===== config.mk =====
export PLATFORM = sky130hd
export DESIGN_NAME = seq_detect_param
export DESIGN_NICKNAME = d
export VERILOG_FILES = /design/src/rtl/seq_detect_param.sv
export SDC_FILE = /design/constraint.sdc
export NUM_CORES = 1
export LEC_CHECK = 0
export ABC_AREA = 1
export CORE_MARGIN = 10
export CORE_UTILIZATION = 53
export CTS_BUF_LIST = sky130_fd_sc_hd__clkbuf_8
export DETAILED_ROUTE_END_ITERATION = 16
export PLACE_DENSITY = 0.81
export SYNTH_ARGS = -nofsm -noshare
export SYNTH_HDL_FRONTEND = slang
export SYNTH_SLANG_ARGS = --single-unit

===== constraint.sdc =====
create_clock -name i_clk -period 2.85 [get_ports i_clk]
set_input_delay 0.285 -clock i_clk [delete_from_list [all_inputs] [get_ports i_clk]]
set_output_delay 0.285 -clock i_clk [all_outputs]
set_load 0.1 [all_outputs]

===== src/rtl/seq_detect_param.sv =====
// Serial pattern detector: runtime-programmable 1..MAX_LEN bit pattern,
// overlapping or non-overlapping matches, registered match pulse and saturating count.
module seq_detect_param #(
  parameter int MAX_LEN = 8,
  parameter int LEN_W   = $clog2(MAX_LEN+1),
  parameter int CNT_W   = 8
) (
  input  logic               i_clk,
  input  logic               i_rst_n,
  input  logic               i_din_valid,
  input  logic               i_din,
  input  logic [MAX_LEN-1:0] i_pat,
  input  logic [LEN_W-1:0]   i_pat_len,
  input  logic               i_overlap_en,
  input  logic               i_clr,
  output logic               o_y,
  output logic [CNT_W-1:0]   o_match_cnt,
  output logic               o_cnt_sat
);

  localparam logic [LEN_W:0]   LEN_MAX  = (LEN_W+1)'(MAX_LEN);
  localparam logic [LEN_W-1:0] FILL_MAX = LEN_W'(MAX_LEN);

  logic [MAX_LEN-1:0] r_hist;
  logic [LEN_W-1:0]   r_fill;
  logic               r_y;
  logic [CNT_W-1:0]   r_cnt;
  logic               r_sat;

  logic [MAX_LEN-1:0] w_win;
  logic [MAX_LEN-1:0] w_mask;
  logic [LEN_W:0]     w_len;
  logic [LEN_W:0]     w_fill_inc;
  logic               w_len_ok;
  logic               w_match;
  logic [CNT_W-1:0]   w_cnt_nxt;

  assign w_win      = {r_hist[MAX_LEN-2:0], i_din};
  assign w_len      = {1'b0, i_pat_len};
  assign w_fill_inc = {1'b0, r_fill} + 1'b1;
  assign w_len_ok   = (i_pat_len != '0) && (w_len <= LEN_MAX);

  // Only the low pat_len bits of the window take part in the compare.
  always_comb begin
    w_mask = '0;
    for (int k = 0; k < MAX_LEN; k++)
      w_mask[k] = (w_len > (LEN_W+1)'(k));
  end

  assign w_match   = w_len_ok && (w_fill_inc >= w_len) &&
                     (((w_win ^ i_pat) & w_mask) == '0);
  assign w_cnt_nxt = (r_cnt == '1) ? r_cnt : r_cnt + 1'b1;

  always_ff @(posedge i_clk) begin
    if (!i_rst_n || i_clr) begin
      r_hist <= '0;
      r_fill <= '0;
      r_y    <= 1'b0;
      r_cnt  <= '0;
      r_sat  <= 1'b0;
    end else begin
      r_y <= i_din_valid && w_match;
      if (i_din_valid) begin
        // Non-overlap mode discards the bits of the completed match.
        if (w_match && !i_overlap_en) begin
          r_hist <= '0;
          r_fill <= '0;
        end else begin
          r_hist <= w_win;
          r_fill <= (r_fill == FILL_MAX) ? r_fill : w_fill_inc[LEN_W-1:0];
        end
        if (w_match) begin
          r_cnt <= w_cnt_nxt;
          if (w_cnt_nxt == '1) r_sat <= 1'b1;
        end
      end
    end
  end

  assign o_y         = r_y;
  assign o_match_cnt = r_cnt;
  assign o_cnt_sat   = r_sat;

endmodule


### After elaboration in Yosys (flattened, before gate mapping)

Index checks and enable logic that the tools add are counted.
Widths: inputs -> output; s select.

* add/sub/neg operators: 2
* magnitude comparators: 10
* equality and inequality tests: 4
* muxes and demuxes: 4
* bitwise operators: 2
* reduce and logical (&&, ||, !) cells: 13

Operator list (number)
* $eq 8x8->1 const B: 2
* $gt 4x3->1 const B: 4
* $add 8x1->8 const B: 1
* $and 8x8->8: 1
* $gt 4x1->1 const B: 2
* $gt 4x2->1 const B: 2
* $logic_not 8->1: 1
* $mux 4: 2
* $mux 8: 1
* $xor 8x8->8: 1
* $mux 7: 1
* $add 4x1->5 const B: 1
* $ge 5x4->1: 1
* $logic_and 1x1->1: 5
* $eq 4x4->1 const B: 1
* $le 4x4->1 const B: 1
* $reduce_and 2->1: 2
* $reduce_bool 4->1: 1
* $reduce_and 3->1: 1
* $logic_not 1->1: 2
* $ne 2x2->1 const B: 1
* $logic_or 1x1->1: 1

* flip-flop bits (word level): 21
* output and inout port bits: 10

### Logic depth before layout (Yosys ltp)

Gate-level depths: netlist of the first run.

* word-level depth: 7
* depth in mapped cells: 15

### Least setup slack after synthesis of the first run

Ideal clock, no wire load.

* path type: register to register
* start: register r_cnt[0], in the netlist o_match_cnt[0]
* end: register r_sat, in the netlist o_cnt_sat
* setup time: 67 ps
* data arrival time: 2315 ps
* required time: 2783 ps
* path slack: 468 ps
* stages on the path, launching flop included: 12
* path buffers: 0
* period minus slack after synthesis: 2382 ps
* cells stage by stage: dfxtp_1 > ha_1 > nand2_1 > nor2_1 > nand2_1 > nand2_1 > o21ai_0 > nor2_1 > nand2_1 > nor2_1 > nand2_1 > a21oi_2

* cells in the longest elaborated chain, start to end: 4
* elaborated cells between the ends (all ways): 5
* classes of those cells: add/sub: 1; eq/ne: 2; mux: 1; reduce/logical: 1

RTL lines
* start, declared: RTL line 27 `logic [CNT_W-1:0] r_cnt;`
* start signal, assigned: RTL line 73 `r_cnt <= w_cnt_nxt;`
* $add 8x1->8 or $eq 8x8->1 (tied branches): RTL line 52 `assign w_cnt_nxt = (r_cnt == '1) ? r_cnt : r_cnt + 1'b1;`
* $mux 8 *: RTL line 52
* $eq 8x8->1 *: RTL line 74 `if (w_cnt_nxt == '1) r_sat <= 1'b1;`
* $reduce_and 3->1 (no line) *
* end signal, assigned: RTL line 60 `r_sat <= 1'b0;`
* end signal, assigned: RTL line 74
* end, declared: RTL line 28 `logic r_sat;`

Mark *: on every way between the ends. The rest lies on a longest branch, timed or not.
A chain may end at the register's enable or synchronous reset.

### Final worst setup path of the first run

* start: register r_fill[0]
* end: register r_fill[2]

* cells in the longest elaborated chain, start to end: 7
* elaborated cells between the ends (all ways): 10
* classes of those cells: add/sub: 1; order compare: 1; eq/ne: 2; mux: 2; reduce/logical: 4

RTL lines
* start, declared: RTL line 25 `logic [LEN_W-1:0] r_fill;`
* start signal, assigned: RTL line 70 `r_fill <= (r_fill == FILL_MAX) ? r_fill : w_fill_inc[LEN_W-1:0];`
* $add 4x1->5: RTL line 40 `assign w_fill_inc = {1'b0, r_fill} + 1'b1;`
* $ge 5x4->1: RTL line 50 `assign w_match = w_len_ok && (w_fill_inc >= w_len) &&`
* $logic_and 1x1->1 (2 in a row): RTL line 50
* $logic_and 1x1->1: RTL line 65 `if (w_match && !i_overlap_en) begin`
* $ne 2x2->1 (no line)
* $reduce_and 2->1 (no line)

Several ways; a longest one is shown, not always the timed one. The select of a mux whose other input is x is not followed.

==> out/summary.log, run 1 <==
[run_status] status finished, final reports clean
[final_layout] finished layout cell area 1750 µm²
[setup_path] kind of cell adding the most delay to the critical path simple AND/OR/NAND/NOR gates
[final_layout] number of antenna repair diodes 0
[routing] wire per inst 11.0 µm
[final_layout] Area growth syn-to-layout 20.7%
[routing] Routed WL 3.20 mm
[pwr] Power, Total 0.000577 W
[timing] fmax 436 MHz
[yosys] post-synth cell types 30
[timing] worst slew slack as a fraction of its limit 59.9%
[yosys] Mapped Cells 233
[cts] Bufs on Longest Clock Path 2
[setup_path] Slowest cell on crit path dfxtp_1
[timing] Clock Skews 0.00292 ns
[yosys] main area contributors after synthesis dfxtp_1 (29%), nand2_1 (18%), inv_1 (9.3%)
[timing] max-slew violations 0
[final_layout] final net count 286
[final_layout] proportion of layout cells with a drive suffix above 1 10.0%
[pwr] power density relative to cell area 329 nW/µm²
[placed_design] final weighted congestion in routability-driven placement 0.850
[cts] Clock H-tree levels 1
[setup_path] crit end category flip-flop
[yosys] Yosys top cell by area dfxtp_1
[cts] total CTS buffers 3
[setup_path] library cell appearing most often on the critical path nand2_1
[grt] initial antenna violation count 0
[yosys] share of synthesized flip-flops with an asynchronous set or reset 0%
[yosys] post-synthesis instance area 1450 µm²
[yosys] library cell with the highest instance count after synthesis nand2_1
[timing] final count of negative-setup-slack endpoints 0
[placed_design] setup slack at placement 0.494 ns
[timing] Least-Margin Pin Slew 0.599 ns
[yosys] dominant synthesized flop cell dfxtp_1
[yosys] share of synthesized area occupied by flip-flops and latches 28.9%
[setup_path] largest fanout on the critical path 8
[min_path] class of the worst hold path flip-flop to flip-flop
[setup_path] Worst setup SP type flip-flop
[die] die span in x 72.4 µm
[grt] overall track demand over capacity in global routing 12.5%
[setup_path] critical path type flip-flop to flip-flop
[routing] detailed-route via count 1434
[timing] total negative slack 0 ns
[setup_path] crit path buf inv count 1
[setup_path] CP Data Required Time 3.04 ns
[placed_design] number of buffer cells added on primary ports 27
[cts] count of hold-fix buffers inserted at cts 0
[yosys] number of flops mapped to enable cells by yosys 0
[yosys] count of state elements after synthesis 21
[placed_design] half-perimeter wire length of the detailed placement result 2.60 mm
[timing] unrepaired setup endpoints after global routing no
[cts] insertion delay of the later-clocked pin in the worst-skew pair 0.26 ns
[die] core area 2540 µm²
[timing] min Tclk post-route 2.30 ns
[cts] total setup buffers inserted after CTS 0
[cts] clock root buffer master clkbuf_8
[cts] clk slew on worst S/H paths 0.07 ns
[grt] wire length of the first global-routing pass 5.51 mm
[pwr] leakage power summed over all cells 0.797 nW
[die] io pins 28
[routing] routed via count divided by cell count 4.94
[die] initial cell density of the core 57.1%
[placed_design] total placed instance area 1710 µm²
[cts] clock tree from TritonCTS yes
[setup_path] largest stage delay on the critical path 0.40 ns
[yosys] Commonest cells post-synth nand2_1 (71), inv_1 (36), nor2_1 (23), dfxtp_1 (21), nand3_1 (18)
[setup_path] worst path cell trace ha_1 > xor2_1 > ha_1 > nand2_1 > nand2_1 > nand2_1 > nand3_1 > nor2_1 > nor2_4 > nand3_1 > buf_4 > nand4_1 > a21oi_1
[die] number of placement rows 18
[routing] Starting DRT DRC Count 60
[final_layout] Final Non-Filler Cells 290
[cts] clk sink count 21
[grt] global-route congestion overflow total 0
[yosys] top-area cell type share of the netlist area 28.9%
[routing] antenna-violating nets left 0
[timing] crit path setup slack, layout 0.555 ns
[yosys] nets in the synthesized netlist 258
[cts] number of resized instances in the post-cts repair step 0
[die] Die Outline Area 5230 µm²
[grt] via count of the first global-routing pass 1298
[setup_path] Data arrival, critical path 2.49 ns
[die] Die Span Y 72.4 µm
[yosys] number of warnings printed during yosys synthesis 0
[routing] post-detailed-route DRC marker count 0
[job] max capacitance violation total 0
[placed_design] number of cells after detailed placement 286
[timing] final hold violation count 0
[yosys] Avg Cell Area, Syn 6.23 µm²
[timing] post-route fraction of the period consumed by the critical path 80.5%
[pwr] Peak supply drop 382 µV
[grt] pin count of the biggest net entering global routing 17
[routing] detailed-router iteration count before antenna repair 4
## final timing paths
check	slack [ns]	endpoint	cells after the start	start
max	0.55	r_fill[2]	13	r_fill[0]
min	0.48	o_cnt_sat	2	o_cnt_sat
min reg2reg	0.48	o_cnt_sat	2	o_cnt_sat
max reg2reg	0.55	r_fill[2]	13	r_fill[0]
## placed cells by master (no fill, tap or decap), types with 2 or more instances in the layout
| cell | synthesis | final |
|---|---|---|
| dfxtp_1 | 21 | 21 |
| nor2_2 | 2 | 2 |
| nor3_1 | 2 | 2 |
| inv_1 | 36 | 37 |
| o21ai_1 | 4 | 4 |
| ha_1 | 7 | 7 |
| nor2_1 | 23 | 23 |
| clkbuf_8 | 0 | 3 |
| clkdlybuf4s50_1 | 0 | 17 |
| o21ai_0 | 8 | 8 |
| nand3_1 | 18 | 18 |
| buf_4 | 0 | 11 |
| a21oi_2 | 4 | 4 |
| a21oi_1 | 15 | 15 |
| nand2_1 | 71 | 71 |
| xnor2_1 | 2 | 2 |
| xor2_1 | 3 | 3 |
## per-layer routing
metal | global-route usage [%] | vias up | share of wire, %
li1 | - | 782 | -
met2 | 20.6 | 23 | 45
met1 | 14.6 | 623 | 47
met4 | 4.09 | 0 | 1.5
met3 | 4.35 | 6 | 6.0
met5 | 0 | - | 0
## through the flow
step / util, % / hold WS, ns
2_1_floorplan: - / 0.445
3_3_place_gp: 67.1 / 0.456
3_5_place_dp: 67.1 / 0.464
4_1_cts: 68.9 / 0.475
5_1_grt: 68.9 / 0.506
6_report: 68.9 / 0.476
## area by class of cell
class                           count  area [µm²]
Fill cell                         250         792
Inverter                           37         140
Tap cell                           30        37.5
Clock inverter                      1        3.75
Sequential cell                    21         420
Timing Repair Buffer               28         253
Multi-Input combinational cell    170         857
Clock buffer                        3        41.3
## report_power, final
group | internal (W) | switching (W) | leakage [nW] | total (W)
Sequential | 0.000296 | 0.00000265 | 0.170 | 0.000298
Combinational | 0.0000417 | 0.0000454 | 0.600 | 0.0000871
Clock | 0.0000961 | 0.0000952 | 0.0269 | 0.000191
## state kept, by name, summed over array words and instances (netlist names)
name and flops:
r_fill 4, o_y 1, o_match_cnt 8, o_cnt_sat 1, r_hist 7
## kinds of logic (layout without fill, tap and decap cells)
| group | Yosys count | count (layout) | synth area share [%] |
|---|---|---|---|
| AO/OA/AOI/OAI | 33 | 33 | 12.8 |
| XOR/XNOR | 5 | 5 | 3.02 |
| adder cells (fa/ha/maj) | 7 | 7 | 6.03 |
| buffers and inverters | 42 | 69 | 12.1 |
| flip-flops | 21 | 21 | 28.9 |
| AND/OR/NAND/NOR | 125 | 125 | 37.1 |
## tightest hold or removal path, stage by stage, from the launching register on
cell and delay, ns:
dfxtp_1 0.31, inv_1 0.07, a21oi_2 0.05
Power figures use the tool's default switching activity.
==> run 2: changes to the inputs <==
Clock period 2.85 ns to 2.3 ns, I/O delays scaled along.
==> run 2 against run 1 <==
  * Final cell count increased by 1.7%
  * Sequential share of layout area fell by 0.57 points
  * Non-clock buffer count up 5
  * Highest routed layer unchanged
  * Register-to-register slack got worse by 0.41 ns
  * Power increased by 25%
  * First-iteration DRC count increased by 47%
  * Fmax rose by 6.3%
  * Clock power up 25%
==> out/summary.log, run 2 (synthesized netlist as in run 1, its figures left out) <==
[die] core area 2540 µm² [unchanged]
[final_layout] top library cells by usage in the layout, fill and taps aside nand2_1 (71), inv_1 (36), nor2_1 (23), dfxtp_1 (18)
[pwr] leakage power summed over all cells 0.818 nW [+2.6%]
[pwr] Peak supply drop 421 µV [+10%]
[routing] antenna-violating nets left 0 [unchanged]
[placed_design] final weighted congestion in routability-driven placement 0.838 [-1.4%]
[routing] Starting DRT DRC Count 88 [+47%]
[grt] via count of the first global-routing pass 1374 [+5.9%]
[final_layout] Area growth syn-to-layout 24.7%
[setup_path] Slowest cell on crit path dfxtp_1
[setup_path] Data arrival, critical path 2.34 ns [-0.15 ns]
[routing] detailed-router iteration count before antenna repair 4 [unchanged]
[timing] Clock Skews 0.00466 ns [+0.00174 ns]
[setup_path] largest fanout on the critical path 8 [unchanged]
[final_layout] max reg flops 8 [unchanged]
[timing] post-route fraction of the period consumed by the critical path 93.9% [+13 points]
[placed_design] number of buffer cells added on primary ports 27 [unchanged]
[setup_path] critical path type flip-flop to flip-flop
[run_status] status finished, final reports clean
[cts] insertion delay of the later-clocked pin in the worst-skew pair 0.26 ns [about the same]
[final_layout] post-route core utilization 71.2% [+2.3 points]
[cts] clk sink count 21 [unchanged]
[timing] min Tclk post-route 2.16 ns [-0.136 ns]
[cts] clock root buffer master clkbuf_8
[routing] wire per inst 11.3 µm [+1.8%]
[timing] Least-Margin Pin Slew 0.403 ns [-0.196 ns]
[die] io pins 28 [unchanged]
[grt] overall track demand over capacity in global routing 13.1% [+0.63 points]
[min_path] class of the worst hold path flip-flop to flip-flop
[timing] crit path setup slack, layout 0.141 ns [-0.414 ns]
[placed_design] number of cells after detailed placement 291 [+1.7%]
[routing] Routed WL 3.32 mm [+3.6%]
[setup_path] library cell appearing most often on the critical path nand2_1
[setup_path] Worst setup SP type flip-flop
[cts] total setup buffers inserted after CTS 0 [unchanged]
[final_layout] number of antenna repair diodes 0 [unchanged]
[placed_design] setup slack at placement 0.0276 ns [-0.467 ns]
[routing] routed via count divided by cell count 4.89 [-1.1%]
[grt] pin count of the biggest net entering global routing 14 [-3]
[grt] initial antenna violation count 0 [unchanged]
[final_layout] finished layout cell area 1810 µm² [+3.4%]
[final_layout] most common cell after layout, fill and taps aside nand2_1
[grt] global-route congestion overflow total 0 [unchanged]
[final_layout] Final Non-Filler Cells 295 [+1.7%]
[timing] fmax 463 MHz [+6.3%]
[final_layout] number of filler instances in the final layout 221 [-12%]
[die] die span in x 72.4 µm [unchanged]
[final_layout] final net count 291 [+1.7%]
[grt] wire length of the first global-routing pass 5.84 mm [+6.1%]
[die] Die Span Y 72.4 µm [unchanged]
[die] Die Outline Area 5230 µm² [unchanged]
[timing] max-slew violations 0 [unchanged]
[routing] post-detailed-route DRC marker count 0 [unchanged]
[cts] clock tree from TritonCTS yes
[placed_design] total placed instance area 1750 µm² [+2.3%]
[setup_path] CP Data Required Time 2.48 ns [-0.56 ns]
[setup_path] largest stage delay on the critical path 0.38 ns [-0.02 ns]
[cts] clk slew on worst S/H paths 0.08 ns [about the same]
[setup_path] worst path cell trace ha_2 > xor2_2 > ha_1 > nand2_1 > nand2_1 > nand2_1 > nand3_1 > nor2_1 > nor2_4 > nand3_2 > buf_4 > nand4_1 > a21oi_1
[die] initial cell density of the core 57.1% [unchanged]
[cts] count of hold-fix buffers inserted at cts 0 [unchanged]
[timing] final count of negative-setup-slack endpoints 0 [unchanged]
[job] max capacitance violation total 0 [unchanged]
[timing] hold slack 0.469 ns [-0.00692 ns]
[setup_path] crit end category flip-flop
[cts] Clock H-tree levels 1 [unchanged]
[setup_path] kind of cell adding the most delay to the critical path simple AND/OR/NAND/NOR gates
[pwr] power density relative to cell area 399 nW/µm² [+21%]
[cts] total CTS buffers 3 [unchanged]
[final_layout] proportion of layout cells with a drive suffix above 1 14.3% [+4.3 points]
[timing] worst slew slack as a fraction of its limit 73.1% [+13 points]
[setup_path] crit path buf inv count 1 [unchanged]
[placed_design] half-perimeter wire length of the detailed placement result 2.63 mm [+1.0%]
[die] number of placement rows 18 [unchanged]
[cts] number of resized instances in the post-cts repair step 0 [unchanged]
[routing] detailed-route via count 1442 [+0.56%]
[cts] Bufs on Longest Clock Path 2 [unchanged]
[timing] final hold violation count 0 [unchanged]
==> run 2: final cells by class <==
| cell class | instances | area (µm²) | area share [%] |
|---|---|---|---|
| multi-input cells | 170 | 872 | 48.1 |
| flip-flops and latches | 21 | 424 | 23.4 |
| repair buffers | 33 | 290 | 16.0 |
| inverters | 37 | 141 | 7.80 |
| clock buffers | 3 | 41.3 | 2.28 |
| well taps | 30 | 37.5 | 2.07 |
| clock inverters | 1 | 5.00 | 0.276 |
==> run 2: worst register-to-register path: stages (launching register included) <==
cell	delay, ns
dfxtp_1	0.38
ha_2	0.22
xor2_2	0.18
ha_1	0.27
nand2_1	0.06
nand2_1	0.04
nand2_1	0.05
nand3_1	0.06
nor2_1	0.21
nor2_4	0.08
nand3_2	0.12
buf_4	0.17
nand4_1	0.08
a21oi_1	0.16
==> run 2: final timing paths <==
kind              startpoint        end  slack, ns  depth (start not counted)
setup / recovery   r_fill[1]  r_fill[2]       0.14                         13
hold / removal     o_cnt_sat  o_cnt_sat       0.47                          2
setup reg to reg   r_fill[1]  r_fill[2]       0.14                         13
hold reg to reg    o_cnt_sat  o_cnt_sat       0.47                          2
==> run 2: stage by stage <==
stage	power, W	TNS (ns)
2_1_floorplan	0.000442	0
3_3_place_gp	0.000491	0
3_5_place_dp	0.000492	0
4_1_cts	0.000730	0
5_1_grt	0.000764	-0.127
6_report	0.000724	0
==> run 2: power breakdown <==
part / switching [W] / total (W) / internal (W)
registers: 0.00000350 / 0.000370 / 0.000367
logic: 0.0000583 / 0.000114 / 0.0000561
clock network: 0.000119 / 0.000239 / 0.000121
total: 0.000180 / 0.000724 / 0.000543
==> run 2: per-layer routing <==
metal / GRT usage [%] / up-vias / part of all wire [%]
met5: 0 / - / 0
met4: 3.66 / 0 / 0.75
met3: 3.40 / 5 / 3.7
met2: 22.2 / 20 / 48
met1: 15.8 / 623 / 47
li1: - / 794 / -
==> run 3: changes to the inputs <==
Settings changed: MAX_ROUTING_LAYER set to met4.
==> run 3 against run 2 <==
  * Wire length is 0.39% higher
  * Setup slack worse by 0.0089 ns
  * Global-route usage is 0.37 points higher
  * Clock power hardly changed
  * Highest routed layer unchanged
  * Power is 0.20% higher
  * Hold slack hardly changed
==> out/summary.log, run 3 (synthesized netlist as in run 1, its figures left out) <==
[cts] Clock H-tree levels 1 [unchanged]
[setup_path] crit end category flip-flop
[final_layout] final net count 291 [unchanged]
[setup_path] largest fanout on the critical path 8 [unchanged]
[setup_path] Data arrival, critical path 2.35 ns [about the same]
[routing] post-detailed-route DRC marker count 0 [unchanged]
[die] core area 2540 µm² [unchanged]
[run_status] status finished, final reports clean
[setup_path] Reg-to-Reg End r_fill[2]
[setup_path] Slowest cell on crit path dfxtp_1
[cts] clock root buffer master clkbuf_8
[cts] clk sink count 21 [unchanged]
[placed_design] half-perimeter wire length of the detailed placement result 2.63 mm [unchanged]
[pwr] Power, Total 0.000725 W [+0.20%]
[setup_path] largest stage delay on the critical path 0.39 ns [about the same]
[pwr] leakage power summed over all cells 0.818 nW [unchanged]
[final_layout] top library cells by usage in the layout, fill and taps aside nand2_1 (71), inv_1 (36), nor2_1 (23), dfxtp_1 (18)
[final_layout] multi-input combinational cell area 872 µm² [unchanged]
[setup_path] depth of the worst register-to-register path 13 [unchanged]
[job] max capacitance violation total 0 [unchanged]
[final_layout] Final Non-Filler Cells 295 [unchanged]
[final_layout] number of filler instances in the final layout 221 [unchanged]
[grt] wire length of the first global-routing pass 5.84 mm [unchanged]
[final_layout] area occupied by registers 424 µm² [unchanged]
[routing] detailed-router iteration count before antenna repair 4 [unchanged]
[min_path] Min-Delay Path Depth 2 [unchanged]
[pwr] Peak supply drop 422 µV [+0.19%]
[min_path] launch point of the worst hold path o_cnt_sat
[setup_path] reg2reg start r_fill[1]
[routing] antenna-violating nets left 0 [unchanged]
[routing] routed via count divided by cell count 4.90 [+0.21%]
[cts] total CTS buffers 3 [unchanged]
[timing] Clock Skews 0.00572 ns [+0.00106 ns]
[cts] count of hold-fix buffers inserted at cts 0 [unchanged]
[timing] worst slew slack as a fraction of its limit 72.9% [-0.24 points]
[placed_design] number of buffer cells added on primary ports 27 [unchanged]
[timing] post-route fraction of the period consumed by the critical path 94.3% [+0.39 points]
[grt] pin count of the biggest net entering global routing 14 [unchanged]
[timing] hold slack 0.469 ns [+0.0000340 ns]
[routing] wire per inst 11.3 µm [+0.39%]
[routing] Starting DRT DRC Count 88 [unchanged]
[grt] global-route congestion overflow total 0 [unchanged]
[die] Die Outline Area 5230 µm² [unchanged]
[cts] clock tree from TritonCTS yes
[routing] Routed WL 3.33 mm [+0.39%]
[final_layout] most common cell after layout, fill and taps aside nand2_1
[timing] min Tclk post-route 2.17 ns [+0.00888 ns]
[timing] final hold violation count 0 [unchanged]
[setup_path] kind of cell adding the most delay to the critical path simple AND/OR/NAND/NOR gates
[cts] Bufs on Longest Clock Path 2 [unchanged]
[setup_path] worst path cell trace ha_2 > xor2_2 > ha_1 > nand2_1 > nand2_1 > nand2_1 > nand3_1 > nor2_1 > nor2_4 > nand3_2 > buf_4 > nand4_1 > a21oi_1
[min_path] class of the worst hold path flip-flop to flip-flop
[timing] fmax 461 MHz [-0.41%]
[timing] final count of negative-setup-slack endpoints 0 [unchanged]
[timing] Least-Margin Pin Slew 0.407 ns [+0.00360 ns]
[grt] initial antenna violation count 0 [unchanged]
[final_layout] number of antenna repair diodes 0 [unchanged]
[placed_design] final weighted congestion in routability-driven placement 0.851 [+1.5%]
[cts] insertion delay of the later-clocked pin in the worst-skew pair 0.26 ns [about the same]
[timing] max-slew violations 0 [unchanged]
[die] number of placement rows 18 [unchanged]
[setup_path] reg-to-reg setup timing slack 0.13 ns [about the same]
[final_layout] proportion of layout cells with a drive suffix above 1 14.3% [unchanged]
[die] initial cell density of the core 57.1% [unchanged]
[setup_path] library cell appearing most often on the critical path nand2_1
[setup_path] crit path buf inv count 1 [unchanged]
[min_path] hold endpoint o_cnt_sat
[die] Die Span Y 72.4 µm [unchanged]
[die] die span in x 72.4 µm [unchanged]
[setup_path] CP Data Required Time 2.49 ns [about the same]
[pwr] power density relative to cell area 400 nW/µm² [+0.20%]
[setup_path] Worst setup SP type flip-flop
[final_layout] max reg flops 8 [unchanged]
[final_layout] Area growth syn-to-layout 24.7% [unchanged]
[cts] clk slew on worst S/H paths 0.08 ns [about the same]
[die] io pins 28 [unchanged]
[setup_path] critical path type flip-flop to flip-flop
[cts] total setup buffers inserted after CTS 0 [unchanged]
[routing] detailed-route via count 1445 [+0.21%]
[placed_design] number of cells after detailed placement 291 [unchanged]
[grt] via count of the first global-routing pass 1374 [unchanged]
[grt] overall track demand over capacity in global routing 13.5% [+0.37 points]
[run 3: cell counts in the layout (fill, tap and decap cells not counted)]
No cell type changed its count.
[run 3: worst max-delay path by stage]
stage | start | cells after the start | endpoint | slack (ns)
floorplan | o_match_cnt[2] | 10 | o_cnt_sat | 0.15
global placement | i_pat_len[2] | 13 | r_fill[1] | 0.05
detailed placement | i_pat_len[2] | 12 | r_fill[2] | 0.03
CTS | r_fill[0] | 13 | r_fill[2] | 0.01
global route | r_fill[1] | 13 | r_fill[2] | -0.05
finish | r_fill[1] | 13 | r_fill[2] | 0.13
[run 3: layout make-up]
type	count	share of cell area (%)
Multi-Input combinational cell	170	48.1
Sequential cell	21	23.4
Timing Repair Buffer	33	16.0
Inverter	37	7.80
Clock buffer	3	2.28
Tap cell	30	2.07
Clock inverter	1	0.276
[run 3: power breakdown]
| part | internal, W | leakage, nW | switching [W] | total [W] |
|---|---|---|---|---|
| logic | 0.0000561 | 0.621 | 0.0000584 | 0.000114 |
| clock network | 0.000121 | 0.0255 | 0.000120 | 0.000241 |
| registers | 0.000367 | 0.171 | 0.00000353 | 0.000370 |
| total | 0.000543 | 0.818 | 0.000182 | 0.000725 |
[run 3: per-layer routing]
layer | global-route usage, % | wire length, µm | vias up
li1 | - | - | 794
met1 | 15.8 | 1580 | 623
met2 | 22.2 | 1590 | 23
met3 | 3.40 | 135 | 5
met4 | 3.66 | 25 | 0
met5 | - | 0 | -
[run 3: through the flow]
stage	TNS [ns]	area [µm²]	utilization (%)	worst slack (ns)
finish	0	1810	71.2	0.132
global route	-0.166	1810	71.2	-0.0495
CTS	0	1790	70.5	0.00962
detailed placement	0	1750	68.7	0.0276
global placement	0	1750	68.7	0.0473
floorplan	0	1460	-	0.152
[run 3: what timing repair did]
action                                 CTS  global route
gates resized for setup                  0             6
endpoints found under the hold margin    0             0
setup endpoints to repair                0            18
[run 3: worst reg2reg max path: cells and delay by family (launching register included)]
kind,cells,cell delay [ns]
XOR/XNOR,1,0.18
flip-flops,1,0.39
adder cells (fa/ha/maj),2,0.50
AND/OR/NAND/NOR,8,0.70
AO/OA/AOI/OAI,1,0.16
buffers and inverters,1,0.18
